`config.mk`:
```
export PLATFORM = sky130hd
export DESIGN_NAME = count_enable_ctrl_flat
export DESIGN_NICKNAME = d
export VERILOG_FILES = /design/src/rtl/count_enable_ctrl_if.sv /design/src/rtl/count_enable_ctrl.sv /design/src/flat_wrapper.sv
export SDC_FILE = /design/constraint.sdc
export NUM_CORES = 1
export LEC_CHECK = 0
export CORE_MARGIN = 8
export CORE_UTILIZATION = 52
export DETAILED_ROUTE_END_ITERATION = 16
export HOLD_SLACK_MARGIN = 0.15
export PLACE_DENSITY_LB_ADDON = 0.3
export SLEW_MARGIN = 20
export SYNTH_ARGS = -nofsm -noshare
export SYNTH_HDL_FRONTEND = slang
export SYNTH_SLANG_ARGS = --single-unit
```
`constraint.sdc`:
```
create_clock -name Clk -period 1.6 [get_ports Clk]
set_input_delay 0.24 -clock Clk [delete_from_list [all_inputs] [get_ports Clk]]
set_output_delay 0.24 -clock Clk [all_outputs]
set_load 0.005 [all_outputs]
```
`src/rtl/count_enable_ctrl_if.sv`:
```
// Button inputs and count-enable outputs of the count-enable controller.
// The master drives the raw buttons; the slave (the controller) drives Enable/Running.
interface count_enable_ctrl_if;
  logic Btn_run;
  logic Btn_step;
  logic Enable;
  logic Running;

  modport master (
    output Btn_run,
    output Btn_step,
    input  Enable,
    input  Running
  );

  modport slave (
    input  Btn_run,
    input  Btn_step,
    output Enable,
    output Running
  );
endinterface

```
`src/rtl/count_enable_ctrl.sv`:
```
// Start/stop and single-step controller producing a prescaled count-enable pulse
// for a downstream T-flip-flop counter, with synchronised and debounced buttons.
module count_enable_ctrl #(
  parameter int DIV       = 10,
  parameter int DB_CYCLES = 4
) (
  input  logic              Clk,
  input  logic              Clr,
  count_enable_ctrl_if.slave bus
);

  localparam int PW = (DIV > 1) ? $clog2(DIV) : 1;
  localparam int CW = $clog2(DB_CYCLES);
  localparam logic [PW-1:0] PRE_LAST = PW'(DIV - 1);
  localparam logic [CW-1:0] CNT_LAST = CW'(DB_CYCLES - 1);

  localparam logic [0:0] STOPPED = 1'b0;
  localparam logic [0:0] RUN     = 1'b1;

  localparam int BTN_RUN  = 0;
  localparam int BTN_STEP = 1;

  logic [1:0]    raw;
  logic [1:0]    sync1;
  logic [1:0]    sync2;
  logic [1:0]    db;
  logic [1:0]    db_d;
  logic [1:0]    press;
  logic [CW-1:0] db_cnt [2];

  logic [0:0]    state;
  logic [PW-1:0] presc;
  logic          enable_q;

  assign raw   = {bus.Btn_step, bus.Btn_run};
  assign press = db & ~db_d;

  // Two-flop synchroniser followed by a stability-count debouncer, one lane per button.
  always_ff @(posedge Clk) begin
    if (Clr) begin
      sync1 <= '0;
      sync2 <= '0;
      db    <= '0;
      db_d  <= '0;
      // NOTE: db_cnt is a two-entry register array, not a RAM, so it is cleared with the rest.
      for (int i = 0; i < 2; i++) begin
        db_cnt[i] <= '0;
      end
    end else begin
      // NOTE: non-blocking assignments let sync1 -> sync2 -> db shift by one stage per edge.
      sync1 <= raw;
      sync2 <= sync1;
      db_d  <= db;
      for (int i = 0; i < 2; i++) begin
        if (sync2[i] == db[i]) begin
          db_cnt[i] <= '0;
        end else if (db_cnt[i] == CNT_LAST) begin
          db[i]     <= sync2[i];
          db_cnt[i] <= '0;
        end else begin
          db_cnt[i] <= db_cnt[i] + CW'(1);
        end
      end
    end
  end

  // Run/stop FSM with prescaler; a run press always beats a simultaneous step press.
  always_ff @(posedge Clk) begin
    if (Clr) begin
      state    <= STOPPED;
      presc    <= '0;
      enable_q <= 1'b0;
    end else begin
      case (state)
        STOPPED: begin
          presc <= '0;
          if (press[BTN_RUN]) begin
            state    <= RUN;
            enable_q <= 1'b0;
          end else begin
            enable_q <= press[BTN_STEP];
          end
        end
        RUN: begin
          if (press[BTN_RUN]) begin
            state    <= STOPPED;
            presc    <= '0;
            enable_q <= 1'b0;
          end else begin
            enable_q <= (presc == PRE_LAST);
            presc    <= (presc == PRE_LAST) ? '0 : presc + PW'(1);
          end
        end
        default: begin
          state    <= STOPPED;
          presc    <= '0;
          enable_q <= 1'b0;
        end
      endcase
    end
  end

  assign bus.Enable  = enable_q;
  assign bus.Running = (state == RUN);

endmodule

```
`src/flat_wrapper.sv`:
```
// flat-port wrapper written by rule: the top's interface ports become plain ports
module count_enable_ctrl_flat 
#(
  parameter int DIV       = 10,
  parameter int DB_CYCLES = 4
)
  (Clk, Clr, bus_Btn_run, bus_Btn_step, bus_Enable, bus_Running);
  count_enable_ctrl_if bus_i ();
  input  logic Clk;
  input  logic Clr;
  input wire logic [$bits(bus_i.Btn_run)-1:0] bus_Btn_run;
  input wire logic [$bits(bus_i.Btn_step)-1:0] bus_Btn_step;
  output wire logic [$bits(bus_i.Enable)-1:0] bus_Enable;
  output wire logic [$bits(bus_i.Running)-1:0] bus_Running;
  assign bus_i.Btn_run = bus_Btn_run;
  assign bus_i.Btn_step = bus_Btn_step;
  assign bus_Enable = bus_i.Enable;
  assign bus_Running = bus_i.Running;
  count_enable_ctrl #(.DIV(DIV), .DB_CYCLES(DB_CYCLES)) u_core (.Clk(Clk), .Clr(Clr), .bus(bus_i));
endmodule
```
==> impl_metrics.tcl <==
set metrics [dict create \
    grt_start_max_net_pins 11 \
    hold_ws_ns 0.443 \
    cp_top_family "buffers and inverters" \
    wl_um 883 \
    vias_per_cell 4.75 \
    antenna_found_initial 0 \
    drive_above_1_share_pct 5.48 \
    h-tree-depth 1 \
    worstHoldStart "u_core.sync1[0]" \
    hold_violations 0 \
    gp_congestion 0.672 \
    cpMaxStageDelayCell "clkdlybuf4s50_1" \
    status "complete, no violations" \
    antenna_cells 0 \
    fin_nets 82 \
    met3_wirelength_um 40 \
    placed_cells 84 \
    synthTopCellsByCount "dfxtp_1, nor2_1, nor2b_1" \
    die_h_um 52.0 \
    crit_fanout 5 \
    final.setup.tns_ns 0 \
    r2r_start "u_core.db_cnt[0][0]" \
    synthFlopType "dfxtp_1" \
    maxSlewViolCount 0 \
    clk_path_buf_depth 2 \
    dr.first_iter.drc_count 5 \
    leakage_nw 0.310 \
    synth_edf_count 4 \
    die-area_um2 2710 \
    track_usage_pct 7.75 \
    tritoncts "yes" \
    drcViolationCount 0 \
    ys_warn_count 0 \
    wl_met1_um 446 \
    rr_endpoint "u_core.db_cnt[0][0]" \
    cts_resized 0 \
    postCtsSetupBuffers 0 \
    r2r_slack_ns 0.32 \
    initial_core_util_pct 53.8 \
    cp.required_ns 1.36 \
    wl_per_cell_um 10.0 \
    synth_cell_types 16 \
    route.top_layer_used "met4" \
    grt_pass1_vias 381 \
    ff2ff_path_depth 3 \
    path_buf_inv 1 \
    synth-async-reset-ratio_pct 0 \
    cap_violations 0 \
    ir_worst_vdd_uv 544 \
    pin_count 6 \
    final.min_clock_period_ns 1.46 \
    clkTransAtPathRegs_ns 0.09 \
    grt_overflow 0 \
    max_stage_delay_ns 0.53 \
    drtAntennaViolNets 0 \
    placement.io_buffers 5 \
    cts_root_buffer "clkbuf_4" \
    min_to "u_core.sync2[0]" \
    grt_pass1_wl_um 1520 \
    clock_sinks 18 \
    synth-seq-cells 18 \
    crit_start "u_core.bus.Running" \
    fin_skew_ns 0.000846 \
    syn_area_per_cell_um2 11.1 \
    met2_length_um 381 \
    hold_depth 1 \
    endpoint_kind "primary output" \
    p_per_area_nw_per_um2 929 \
    rsz0062_at_grt "no" \
    min_period_over_period_pct 91.4 \
    finalNonFillerCells 88 \
    cts_buffers 3 \
    final_util_pct 62.6 \
    critPathArrivalTime_ns 1.22 \
    die_w_um 52.0 \
    yosysMostFrequentCell "dfxtp_1" \
    start_kind "flop" \
    insertion_delay_ns 0.28 \
    cts_hold_buf 0 \
    drt_first_pass_iters 4 \
    fmax_ghz 0.684 \
    area_growth_pct 16.3 \
    syn_inst 61 \
    crit_type "reg2out" \
    core_um2 1250 \
    finalSetupViolCount 0 \
    ys_seq_area_share_pct 59.4 \
    synthTopCellsByArea "dfxtp_1, edfxtp_1, ha_1" \
    cp_cell_sequence "clkdlybuf4s50_1" \
    via_count 418 \
    rows 13 \
    hp-class "reg2reg" \
    synth_top_area_share_pct 41.6 \
    syn-cell-area_um2 674 \
    dp_hpwl_um 673 \
    synth_top_area_cell "dfxtp_1" \
]
-- worst register-to-register path, stage by stage (launching register included) --
cell and delay, ns:
edfxtp_1 0.41, ha_1 0.25, or3_1 0.37, nor2_1 0.11
-- report_power, final --
part	internal [mW]	total [mW]	switching [mW]	leakage [nW]
registers	0.475	0.480	0.00531	0.155
clock network	0.0904	0.216	0.126	0.0154
logic	0.0184	0.0327	0.0143	0.139
total	0.583	0.729	0.145	0.310
-- per-stage QoR --
stage               setup slack, ns  area (um2)  power, mW
CTS                           0.117         785      0.745
detailed placement            0.237         758      0.523
floorplan                     0.442         686      0.508
finish                        0.138         785      0.729
global route                 0.0606         785      0.768
global placement              0.273         758      0.522
-- how the worst max path moves through the flow --
stage	slack, ns	depth (start not counted)	to
after CTS	0.12	1	bus_Running
after global placement	0.27	3	u_core.db_cnt[0][0]
final	0.14	1	bus_Running
after detailed placement	0.24	3	u_core.db_cnt[1][1]
after global routing	0.06	1	bus_Running
after floorplan	0.44	3	u_core.db_cnt[0][0]
-- cell usage in the layout, fill, tap and decap left out, drive strengths merged, types with 2 or more instances in the layout --
cell type	count
inv	4
or3	2
mux2i	2
xnor2	4
clkdlybuf4s50	5
dfxtp	14
conb	4
ha	4
nor2b	8
edfxtp	4
nor2	12
clkbuf	3
-- logic make-up (layout without fill, tap and decap cells) --
logic type	count (synthesis)	after routing	synth area share, %
fa+ha+maj	4	4	7.42
buf+inv	5	14	2.78
compound gates	2	2	2.97
mux	2	2	2.97
simple gates	24	24	17.4
other cells	1	4	0.556
flops	18	18	59.4
xor+xnor	5	5	6.49
-- state kept, by name, indices dropped and copies added (netlist names) --
signal and flops:
u_core.db_cnt 4, u_core.presc 4, u_core.db 2, u_core.db_d 2, u_core.sync1 2, u_core.sync2 2
u_core.bus.Enable 1, u_core.bus.Running 1
-- routing by layer --
| layer | up-vias | global-route usage, % |
|---|---|---|
| met5 | - | 0 |
| met4 | 0 | 6.64 |
| met3 | 2 | 3.42 |
| met2 | 5 | 10.6 |
| met1 | 193 | 8.94 |
| li1 | 218 | - |
-- final cells by class --
class | count | area, um2
clock inverters | 1 | 3.75
fillers | 104 | 468
well taps | 15 | 18.8
clock buffers | 3 | 22.5
repair buffers | 6 | 57.6
multi-input cells | 41 | 267
flip-flops and latches | 18 | 400
inverters | 4 | 15.0
Note: power is estimated with default switching activity, not from simulation.
